File: src/rtl/xif_mem_arbiter_pkg.sv
`default_nettype none
// ============================================================================
// Module      : pa_xif_mem_arb (package)
// Description : Shared types for the XIF memory arbiter: FSM state encoding
//               and the pending-transaction entry layout.
// Revision    : 1.0 - initial release
// ============================================================================
package pa_xif_mem_arb;

  localparam int unsigned NUM_REQ_DEF    = 2;
  localparam int unsigned X_ID_WIDTH_DEF = 4;

  // Arbiter FSM: IDLE picks a requester, BUSY presents it downstream
  typedef enum logic [0:0] {
    IDLE = 1'b0,
    BUSY = 1'b1
  } arb_state_e;

  // One outstanding transaction: who issued it and with which id
  typedef struct packed {
    logic [$clog2(NUM_REQ_DEF)-1:0] owner;
    logic [X_ID_WIDTH_DEF-1:0]      id;
  } pend_entry_t;

endpackage
`default_nettype wire

File: src/rtl/xif_mem_arbiter_pend_fifo.sv
`default_nettype none
// ============================================================================
// Module      : xif_pend_fifo
// Description : Small synchronous FIFO tracking in-order pending memory
//               transactions (owner + id). Pointers wrap modulo DEPTH.
// Revision    : 1.0 - initial release
// ============================================================================
module xif_pend_fifo #(
  parameter int unsigned WIDTH = 5,
  parameter int unsigned DEPTH = 4
) (
  input  logic             ck,
  input  logic             rst_n,
  input  logic             push_i,
  input  logic [WIDTH-1:0] data_i,
  input  logic             pop_i,
  output logic             full_o,
  output logic             empty_o,
  output logic [WIDTH-1:0] head_o
);

  localparam int unsigned PW = $clog2(DEPTH);

  logic [WIDTH-1:0] mem_q [DEPTH];
  logic [PW-1:0]    wr_ptr_q;
  logic [PW-1:0]    rd_ptr_q;
  logic [PW:0]      count_q;
  logic             w_do_push;
  logic             w_do_pop;

  assign full_o    = (count_q == (PW+1)'(DEPTH));
  assign empty_o   = (count_q == '0);
  assign head_o    = mem_q[rd_ptr_q];
  assign w_do_push = push_i && !full_o;
  assign w_do_pop  = pop_i && !empty_o;

  // Storage, pointers and occupancy; simultaneous push/pop leaves count unchanged
  always_ff @(posedge ck or negedge rst_n) begin
    if (!rst_n) begin
      for (int i = 0; i < int'(DEPTH); i++) mem_q[i] <= '0;
      wr_ptr_q <= '0;
      rd_ptr_q <= '0;
      count_q  <= '0;
    end else begin
      if (w_do_push) begin
        mem_q[wr_ptr_q] <= data_i;
        wr_ptr_q        <= wr_ptr_q + 1'b1;
      end
      if (w_do_pop) rd_ptr_q <= rd_ptr_q + 1'b1;
      case ({w_do_push, w_do_pop})
        2'b10:   count_q <= count_q + 1'b1;
        2'b01:   count_q <= count_q - 1'b1;
        default: count_q <= count_q;
      endcase
    end
  end

endmodule
`default_nettype wire

File: src/rtl/xif_mem_arbiter.sv
`default_nettype none
// ============================================================================
// Module      : xif_mem_arbiter
// Description : Round-robin arbiter sharing one XIF memory request port among
//               NUM_REQ requesters, with in-order result routing back to the
//               issuing requester via a pending-transaction FIFO.
// Revision    : 1.0 - initial release
// ============================================================================
module xif_mem_arbiter
  import pa_xif_mem_arb::*;
#(
  parameter int unsigned NUM_REQ     = 2,
  parameter int unsigned X_ID_WIDTH  = 4,
  parameter int unsigned X_MEM_WIDTH = 32,
  parameter int unsigned ADDR_WIDTH  = 32,
  parameter int unsigned PEND_DEPTH  = 4
) (
  input  logic                             ck,
  input  logic                             rst_n,
  input  logic [NUM_REQ-1:0]               req_valid,
  output logic [NUM_REQ-1:0]               req_ready,
  input  logic [NUM_REQ*X_ID_WIDTH-1:0]    req_id,
  input  logic [NUM_REQ*ADDR_WIDTH-1:0]    req_addr,
  input  logic [NUM_REQ*X_MEM_WIDTH-1:0]   req_wdata,
  input  logic [NUM_REQ-1:0]               req_we,
  input  logic [NUM_REQ*3-1:0]             req_size,
  input  logic [NUM_REQ*X_MEM_WIDTH/8-1:0] req_be,
  output logic                             mem_valid,
  input  logic                             mem_ready,
  output logic [X_ID_WIDTH-1:0]            mem_id,
  output logic [ADDR_WIDTH-1:0]            mem_addr,
  output logic [X_MEM_WIDTH-1:0]           mem_wdata,
  output logic                             mem_we,
  output logic [2:0]                       mem_size,
  output logic [X_MEM_WIDTH/8-1:0]         mem_be,
  input  logic                             mem_result_valid,
  input  logic [X_ID_WIDTH-1:0]            mem_result_id,
  input  logic [X_MEM_WIDTH-1:0]           mem_result_rdata,
  input  logic                             mem_result_err,
  output logic [NUM_REQ-1:0]               res_valid,
  output logic [X_MEM_WIDTH-1:0]           res_rdata,
  output logic                             res_err,
  output logic                             err_unexpected,
  output logic                             err_id_mismatch
);

  localparam int unsigned OW = $clog2(NUM_REQ);
  localparam int unsigned EW = OW + X_ID_WIDTH;
  localparam int unsigned BW = X_MEM_WIDTH / 8;

  arb_state_e        state_q, state_d;
  logic [OW-1:0]     grant_q, grant_d;
  logic [OW-1:0]     last_grant_q, last_grant_d;
  logic              err_unexp_q, err_unexp_d;
  logic              err_idm_q, err_idm_d;
  logic              w_hs;
  logic              w_pop;
  logic              w_full;
  logic              w_empty;
  logic [EW-1:0]     w_head;
  logic [OW-1:0]     w_head_owner;
  logic [X_ID_WIDTH-1:0] w_head_id;
  logic [OW-1:0]     w_pick;
  logic              w_found;

  assign w_hs         = (state_q == BUSY) && mem_ready;
  assign w_pop        = mem_result_valid && !w_empty;
  assign w_head_owner = w_head[EW-1:X_ID_WIDTH];
  assign w_head_id    = w_head[X_ID_WIDTH-1:0];

  xif_pend_fifo #(
    .WIDTH (EW),
    .DEPTH (PEND_DEPTH)
  ) u_fifo (
    .ck      (ck),
    .rst_n   (rst_n),
    .push_i  (w_hs),
    .data_i  ({grant_q, req_id[int'(grant_q)*X_ID_WIDTH +: X_ID_WIDTH]}),
    .pop_i   (w_pop),
    .full_o  (w_full),
    .empty_o (w_empty),
    .head_o  (w_head)
  );

  // State, grant and sticky error registers
  always_ff @(posedge ck or negedge rst_n) begin
    if (!rst_n) begin
      state_q      <= IDLE;
      grant_q      <= '0;
      last_grant_q <= OW'(NUM_REQ - 1);
      err_unexp_q  <= 1'b0;
      err_idm_q    <= 1'b0;
    end else begin
      state_q      <= state_d;
      grant_q      <= grant_d;
      last_grant_q <= last_grant_d;
      err_unexp_q  <= err_unexp_d;
      err_idm_q    <= err_idm_d;
    end
  end

  // Round-robin pick: first valid requester at or after last_grant+1
  always_comb begin
    w_pick  = '0;
    w_found = 1'b0;
    for (int k = 1; k <= int'(NUM_REQ); k++) begin
      if (!w_found && req_valid[(int'(last_grant_q) + k) % int'(NUM_REQ)]) begin
        w_found = 1'b1;
        w_pick  = OW'((int'(last_grant_q) + k) % int'(NUM_REQ));
      end
    end
  end

  // Next state: full FIFO (registered count) blocks new grants
  always_comb begin
    state_d      = state_q;
    grant_d      = grant_q;
    last_grant_d = last_grant_q;
    err_unexp_d  = err_unexp_q || (mem_result_valid && w_empty);
    err_idm_d    = err_idm_q || (w_pop && (w_head_id != mem_result_id));
    case (state_q)
      IDLE: begin
        if (w_found && !w_full) begin
          grant_d = w_pick;
          state_d = BUSY;
        end
      end
      BUSY: begin
        if (w_hs) begin
          last_grant_d = grant_q;
          state_d      = IDLE;
        end
      end
      default: state_d = IDLE;
    endcase
  end

  // Outputs: payload mux only while BUSY, results routed to head owner
  always_comb begin
    mem_valid = 1'b0;
    req_ready = '0;
    mem_id    = '0;
    mem_addr  = '0;
    mem_wdata = '0;
    mem_we    = 1'b0;
    mem_size  = '0;
    mem_be    = '0;
    if (state_q == BUSY) begin
      mem_valid          = 1'b1;
      req_ready[grant_q] = mem_ready;
      mem_id             = req_id[int'(grant_q)*X_ID_WIDTH +: X_ID_WIDTH];
      mem_addr           = req_addr[int'(grant_q)*ADDR_WIDTH +: ADDR_WIDTH];
      mem_wdata          = req_wdata[int'(grant_q)*X_MEM_WIDTH +: X_MEM_WIDTH];
      mem_we             = req_we[grant_q];
      mem_size           = req_size[int'(grant_q)*3 +: 3];
      mem_be             = req_be[int'(grant_q)*BW +: BW];
    end
    res_valid = '0;
    for (int i = 0; i < int'(NUM_REQ); i++) begin
      res_valid[i] = w_pop && (w_head_owner == OW'(i));
    end
  end

  assign res_rdata       = mem_result_rdata;
  assign res_err         = mem_result_err;
  assign err_unexpected  = err_unexp_q;
  assign err_id_mismatch = err_idm_q;

endmodule
`default_nettype wire

File: config.mk
export PLATFORM = sky130hd
export DESIGN_NAME = xif_mem_arbiter
export DESIGN_NICKNAME = d
export VERILOG_FILES = /design/src/rtl/xif_mem_arbiter_pkg.sv /design/src/rtl/xif_mem_arbiter_pend_fifo.sv /design/src/rtl/xif_mem_arbiter.sv
export SDC_FILE = /design/constraint.sdc
export NUM_CORES = 1
export LEC_CHECK = 0
export CORE_AREA = 2 2 122 124
export CTS_BUF_LIST = sky130_fd_sc_hd__clkbuf_8
export DETAILED_ROUTE_END_ITERATION = 10
export DIE_AREA = 0 0 124 126
export DONT_BUFFER_PORTS = 1
export PLACE_DENSITY_LB_ADDON = 0.1
export SKIP_LAST_GASP = 1
export SLEW_MARGIN = 20
export SYNTH_ARGS = -nofsm -noshare
export SYNTH_HDL_FRONTEND = slang
export SYNTH_SLANG_ARGS = --single-unit
File: constraint.sdc
create_clock -name ck -period 2.1 [get_ports ck]
set_input_delay 0.105 -clock ck [delete_from_list [all_inputs] [get_ports ck]]
set_output_delay 0.105 -clock ck [all_outputs]
set_load 0.03 [all_outputs]
==> results.json, run 1 <==
{
  "p_per_area_nw_per_um2": 1830,
  "gp_congestion": 0.763,
  "hold_violations": 0,
  "cts_resized": 0,
  "n_antenna_cell": 0,
  "cp.arrival_ps": 2140,
  "antenna_found_initial": 0,
  "hpwl_um": 9740,
  "grt-ovfl-total": 0,
  "yosysWarnings": 0,
  "slowest_stage": "dfrtp_1",
  "maxSlewViolCount": 0,
  "ys_seq_area_share_pct": 27.6,
  "syn_area_per_cell_um2": 9.31,
  "status": "finished clean",
  "cp_max_fo": 4,
  "crit_type": "reg -> reg",
  "finish.utilization_pct": 25.6,
  "core_um2": 14300,
  "syn_to_final_growth_pct": 26.0,
  "tightest_slew_ps": 364,
  "ir_drop_v": 0.000550,
  "drtIter0Drc": 82,
  "crit_chain": "nor3_1, nand2b_1, inv_1, ha_1, inv_1, fa_1, xor2_1, nor2_1, xor2_1",
  "synth_area_um2": 2910,
  "root_buffer": "clkbuf_8",
  "firstDrtPassIters": 4,
  "cp-end-kind": "register",
  "io_buffers": 0,
  "cp.required_ps": 2310,
  "routed.top_layer": "met4",
  "layout_worst_path_cycle_share_pct": 91.8,
  "layout_common_cells": "86 x buf_4, 76 x nor2_1, 73 x mux2i_1",
  "wl_met1_um": 4440,
  "dieArea_um2": 15600,
  "drive_gt1_share_pct": 33.8,
  "grt_usage_pct": 13.7,
  "wl_met2_um": 5220,
  "grt_max_degree": 57,
  "post-route-min-period_ps": 1930,
  "crit_path_start_kind": "register",
  "clkLatencyLatePin_ps": 280,
  "die_h_um": 126,
  "yosysTopAreaCell": "dfrtp_1",
  "synth.area.top_cells": "dfrtp_1 27%, mux2i_1 25%, nor2_1 9.8%",
  "synth_cell_types": 28,
  "die_w_um": 124,
  "clock.fmax_ghz": 0.519,
  "maxCapViolCount": 0,
  "hold_class": "in -> reg",
  "ant_nets": 0,
  "post-place-ws_ps": 161,
  "cts.clk_slew.worst_paths_ps": 70,
  "clkSinkCount": 32,
  "rsz0062_at_grt": "false",
  "grt_pass1_vias": 2326,
  "mappedNetlistNets": 513,
  "fin_tns_setup_ps": 0,
  "nFillCells": 1575,
  "htree_levels": 2,
  "start_util_pct": 20.3,
  "layout_commonest_cell": "buf_4",
  "wl_per_cell_um": 20.9,
  "final.setup_skew_ps": 8.92,
  "syn_inst": 312,
  "worst_slack_ps": 173,
  "grt_pass1_wl_um": 15500,
  "synth_top_area_share_pct": 26.7,
  "critPathMaxStageDelay_ps": 420,
  "nets": 564,
  "routed_wl_um": 11400,
  "synth_seq_cells": 32,
  "rows": 44,
  "drc": 0,
  "pin_count": 311,
  "viasPerCell": 4.32,
  "vias": 2365,
  "cts_made_buffers": 5,
  "finalSetupViolCount": 0,
  "leakagePower_nw": 1.83,
  "tritoncts": "yes",
  "clk_path_buf_depth": 2,
  "slew_headroom_pct": 75.7,
  "wl_met3_um": 1700
}
==> through the flow <==
step / hold WS, ps / cell area [µm²] / total power [W] / std cells
6_report: 56.7 / 3660 / 0.00671 / 548
5_1_grt: 56.3 / 3660 / 0.00716 / 548
4_1_cts: 52.7 / 3640 / 0.00678 / 545
3_5_place_dp: -189 / 3470 / 0.00621 / 530
3_3_place_gp: -189 / 3470 / 0.00622 / 530
2_1_floorplan: -191 / 2910 / 0.00476 / 312
==> logic make-up (layout without fill, tap and decap cells) <==
family                     after synthesis  count (layout)  share of synthesized area, %
and+or+nand+nor                         94              94                          12.9
adders and majority gates                6               6                          2.84
DFF                                     32              32                          27.6
muxes                                  102             102                          39.0
buffers and inverters                   59             111                          12.6
xor gates and xnor gates                10              10                          3.01
AOI/OAI and AO/OA                        9               9                          2.11
==> final timing paths <==
kind / start / endpoint / slack (ps) / cells past startpoint
worst min-delay path: mem_result_valid / u_fifo.rd_ptr_q[0]$_DFFE_PN0P_ / 60 / 2
worst max register to register: u_fifo.count_q[2]$_DFFE_PN0P_ / u_fifo.count_q[2]$_DFFE_PN0P_ / 170 / 9
min in group asynchronous: rst_n / u_fifo.count_q[2]$_DFFE_PN0P_ / 280 / 2
max in group asynchronous: rst_n / last_grant_q$_DFFE_PN1P_ / 1580 / 2
worst max-delay path: u_fifo.count_q[2]$_DFFE_PN0P_ / u_fifo.count_q[2]$_DFFE_PN0P_ / 170 / 9
worst min register to register: u_fifo.mem_q[14]$_DFFE_PN0P_ / u_fifo.mem_q[14]$_DFFE_PN0P_ / 500 / 1
==> registers in the layout (all words and copies together), names as in the netlist <==
signal	flops
err_id_mismatch	1
u_fifo.count_q	3
last_grant_q	1
grant_q	1
u_fifo.rd_ptr_q	2
u_fifo.mem_q	20
state_q	1
u_fifo.wr_ptr_q	2
err_unexpected	1
==> layout make-up <==
type                            count  area [µm²]  area share, %
Tap cell                          184         230           6.29
Multi-Input combinational cell    221        1740           47.5
Timing Repair Buffer               95         766           20.9
Inverter                            8        30.0          0.821
Sequential cell                    32         806           22.0
Clock buffer                        6        82.6           2.26
Clock inverter                      2        7.51          0.205
==> per-layer routing <==
| metal | global-route usage, % | up-vias |
|---|---|---|
| met5 | 0 | - |
| met4 | 1.85 | 0 |
| met3 | 8.74 | 10 |
| met1 | 16.7 | 1100 |
| li1 | - | 1120 |
| met2 | 20.9 | 135 |
==> worst max-delay path, delay by kind of cell (launching register included) <==
kind / cells / cell delay [ps]
simple gates: 3 / 390
fa+ha+maj: 2 / 570
buf+inv: 2 / 200
xor+xnor: 2 / 290
flops: 1 / 420
==> power by group <==
part           internal (W)  switching, W
Combinational       0.00210       0.00295
Sequential         0.000938      0.000239
Clock              0.000258      0.000226
Total               0.00330       0.00341
==> synth_stat cells <==
master	count
dfrtp_1	31
buf_2	7
buf_4	34
and3_1	1
xor2_1	2
mux2i_1	73
buf_6	1
a32o_1	1
dfstp_2	1
inv_2	1
inv_1	7
nor3_1	1
a21oi_1	1
nand2b_1	1
mux2_2	24
and2_1	5
nand2_1	9
ha_1	5
a21o_1	3
xnor2_1	8
o21ai_0	3
nand4_1	1
nor2_1	76
fa_1	1
clkbuf_1	8
buf_1	1
mux4_1	5
a21oi_2	1
==> repair_timing <==
item	4_1_cts	5_1_grt
setup endpoints to repair	0	2
setup buffers	0	3
hold endpoints to repair	35	0
hold buffers	7	0
Power figures use the tool's default switching activity.
==> run 2, diff against run 1 <==
Settings changed: ABC_AREA set to 1, CORE_AREA 2 2 122 124 to 2 2 119 121, DIE_AREA 0 0 124 126 to 0 0 121 123, PLACE_DENSITY_LB_ADDON 0.1 to unset.
==> run 2 against run 1 <==
  * Flip-flop and latch count stayed put
  * Via count rose by 30%
  * Critical path type unchanged
  * Clock-buffer cell count unchanged
  * Non-clock buffer count is 4 lower
  * Largest cell class unchanged
  * Worst hold slack got worse by 42 ps
  * Combinational power up 4.8%
  * Power rose by 2.7%
  * Clock skew is 1.1 ps higher
  * Worst setup slack worse by 11 ps
  * Highest routed layer is now met5
  * Sequential power fell by 5%
==> results.json, run 2 <==
{
  "timing.rr.start": "u_fifo.count_q[0]$_DFFE_PN0P_",
  "min_path_cells": 2,
  "grt_pass1_vias": 2564,
  "finish.utilization_pct": 26.4,
  "syn_inst": 464,
  "worstReg2RegEnd": "u_fifo.count_q[2]$_DFFE_PN0P_",
  "largest_reg_flops": 20,
  "drive_gt1_share_pct": 25.4,
  "root_buffer": "clkbuf_8",
  "ant_nets": 0,
  "grt_usage_pct": 14.1,
  "wl_per_cell_um": 17.7,
  "synth_top_area_share_pct": 26.4,
  "critical-path-top-delay-family": "adder cells",
  "die_h_um": 123,
  "vias": 3075,
  "hold_slack_ps": 14.8,
  "synth_area_um2": 2940,
  "synth_most_common_cell": "nor2_1",
  "tightest_slew_ps": 557,
  "postPlaceCellArea_um2": 3440,
  "synth.area.top_cells": "dfrtp_1 26%, nor2_1 17%, o21ai_0 13%",
  "leakagePower_nw": 1.75,
  "cp_max_fo": 4,
  "synth_common_cells": "136 x nor2_1, 79 x o21ai_0, 63 x nand2_1",
  "mappedNetlistNets": 665,
  "antenna_found_initial": 4,
  "clk_path_buf_depth": 2,
  "nets": 704,
  "layout_commonest_cell": "nor2_1",
  "synthFlopType": "dfrtp_1",
  "hold_class": "in -> reg",
  "grt_pass1_wl_um": 15400,
  "cts.clk_slew.worst_paths_ps": 70,
  "finalSetupViolCount": 0,
  "final.setup_skew_ps": 9.99,
  "yosysWarnings": 0,
  "tritoncts": "yes",
  "viasPerCell": 4.49,
  "top_register": "u_fifo.mem_q",
  "cp.required_ps": 2260,
  "ys_seq_area_share_pct": 27.3,
  "clock.fmax_ghz": 0.516,
  "ctsHoldBuffers": 5,
  "layout_common_cells": "136 x nor2_1, 84 x buf_4, 79 x o21ai_0",
  "dieArea_um2": 14900,
  "reg2reg_slack_ps": 160,
  "cp-end-kind": "register",
  "layout_worst_path_cycle_share_pct": 92.3,
  "wl_met3_um": 2260,
  "rsz0062_at_grt": "false",
  "grt-ovfl-total": 0,
  "start_util_pct": 21.6,
  "maxSlewViolCount": 0,
  "nFillCells": 1523,
  "rows": 43,
  "hp-start": "mem_ready",
  "drc": 0,
  "drtIter0Drc": 91,
  "cp_common_cell": "inv_1",
  "hpwl_um": 9950,
  "crit_path_start_kind": "register",
  "syn_to_final_growth_pct": 22.4,
  "reg.largest.list": "u_fifo.mem_q x20, u_fifo.count_q x3",
  "core_um2": 13600,
  "final_area_um2": 3590,
  "post-route-min-period_ps": 1940,
  "clkLatencyLatePin_ps": 290,
  "htree_levels": 2,
  "yosysTopAreaCell": "dfrtp_1",
  "gp_congestion": 0.785,
  "clkSinkCount": 32,
  "cts_resized": 0,
  "p_per_area_nw_per_um2": 1920,
  "wl_met1_um": 4480,
  "slew_headroom_pct": 62.7,
  "die_w_um": 121,
  "slowest_stage": "fa_1",
  "cp.arrival_ps": 2100,
  "status": "finished clean",
  "fin_tns_setup_ps": 0,
  "grt_max_degree": 76,
  "cts_made_buffers": 5,
  "reg2reg_depth": 10,
  "crit_chain": "inv_2, nand3_1, nand2_1, inv_1, ha_1, inv_1, fa_1, a21oi_1, o21ai_0, xor2_1",
  "firstDrtPassIters": 4,
  "pin_count": 311,
  "wl_met2_um": 5190,
  "post-cts-setup-buffer-count": 0,
  "maxCapViolCount": 0,
  "hold_violations": 0,
  "synth_seq_cells": 32,
  "ir_drop_v": 0.000782,
  "io_buffers": 0,
  "async_reset_ff_share_pct": 100,
  "syn_area_per_cell_um2": 6.33,
  "crit_buf_inv": 3,
  "critPathMaxStageDelay_ps": 390,
  "synth-edff-count": 0,
  "min_to": "u_fifo.wr_ptr_q[0]$_DFFE_PN0P_",
  "crit_type": "reg -> reg",
  "routed.top_layer": "met5",
  "routed_wl_um": 12100,
  "synth_cell_types": 28
}
==> run 2: cell types whose count changed in the layout (fill, tap and decap cells not counted), moves of 4 or more <==
cell,delta
mux4_1,-5
nor2_2,+20
nand2_1,+54
inv_1,+4
nand3_1,+12
mux2_2,-24
xnor2_1,-7
o21ai_0,+76
mux2i_1,-69
nor2_1,+60
and2_1,-5
o21ai_1,+19
==> run 2: cell families (layout without fill, tap and decap cells) <==
kind of cell / count (synthesis) / count (layout) / share of synthesized area, %
XOR/XNOR: 4 / 4 / 1.19
adder cells (fa/ha/maj): 6 / 6 / 2.81
flip-flops: 32 / 32 / 27.3
buffers and inverters: 77 / 117 / 15.8
AO/OA/AOI/OAI: 103 / 103 / 17.9
AND/OR/NAND/NOR: 238 / 238 / 33.6
multiplexers: 4 / 4 / 1.36
other: 0 / 1 / 0
==> run 2: final cells by class <==
cell class | instances | area, µm² | area share (%)
diodes | 1 | 2.50 | 0.0696
multi-input cells | 355 | 1670 | 46.4
clock inverters | 2 | 10.0 | 0.279
flip-flops and latches | 32 | 805 | 22.4
repair buffers | 91 | 731 | 20.3
inverters | 18 | 68.8 | 1.92
clock buffers | 6 | 82.6 | 2.30
well taps | 180 | 225 | 6.27
==> run 2: metrics by stage <==
stage / total power (W) / cells / setup WS (ps)
floorplan: 0.00483 / 464 / 371
global placement: 0.00635 / 671 / 237
detailed placement: 0.00641 / 671 / 211
CTS: 0.00694 / 684 / 185
global route: 0.00742 / 684 / 84.1
finish: 0.00690 / 685 / 162
==> run 2: worst max path at each step <==
stage	startpoint	slack, ps	end	cells past startpoint
floorplan	u_fifo.count_q[0]$_DFFE_PN0P_	370	u_fifo.count_q[2]$_DFFE_PN0P_	10
global placement	u_fifo.count_q[0]$_DFFE_PN0P_	240	u_fifo.count_q[2]$_DFFE_PN0P_	10
detailed placement	u_fifo.count_q[0]$_DFFE_PN0P_	210	u_fifo.count_q[2]$_DFFE_PN0P_	10
CTS	u_fifo.count_q[0]$_DFFE_PN0P_	180	u_fifo.count_q[2]$_DFFE_PN0P_	10
global route	u_fifo.count_q[1]$_DFFE_PN0P_	80	u_fifo.count_q[2]$_DFFE_PN0P_	10
finish	u_fifo.count_q[0]$_DFFE_PN0P_	160	u_fifo.count_q[2]$_DFFE_PN0P_	10
==> run 2: metal layers <==
metal	vias up	global-route usage (%)
li1	1530	-
met1	1364	15.7
met2	155	20.2
met3	22	12.4
met4	4	2.69
met5	-	0
==> run 2: report_power, final <==
group	leakage (nW)	internal [W]	switching, W	total (W)
Clock	0.0510	0.000261	0.000231	0.000493
Sequential	0.386	0.000897	0.000220	0.00112
Combinational	1.31	0.00173	0.00355	0.00529
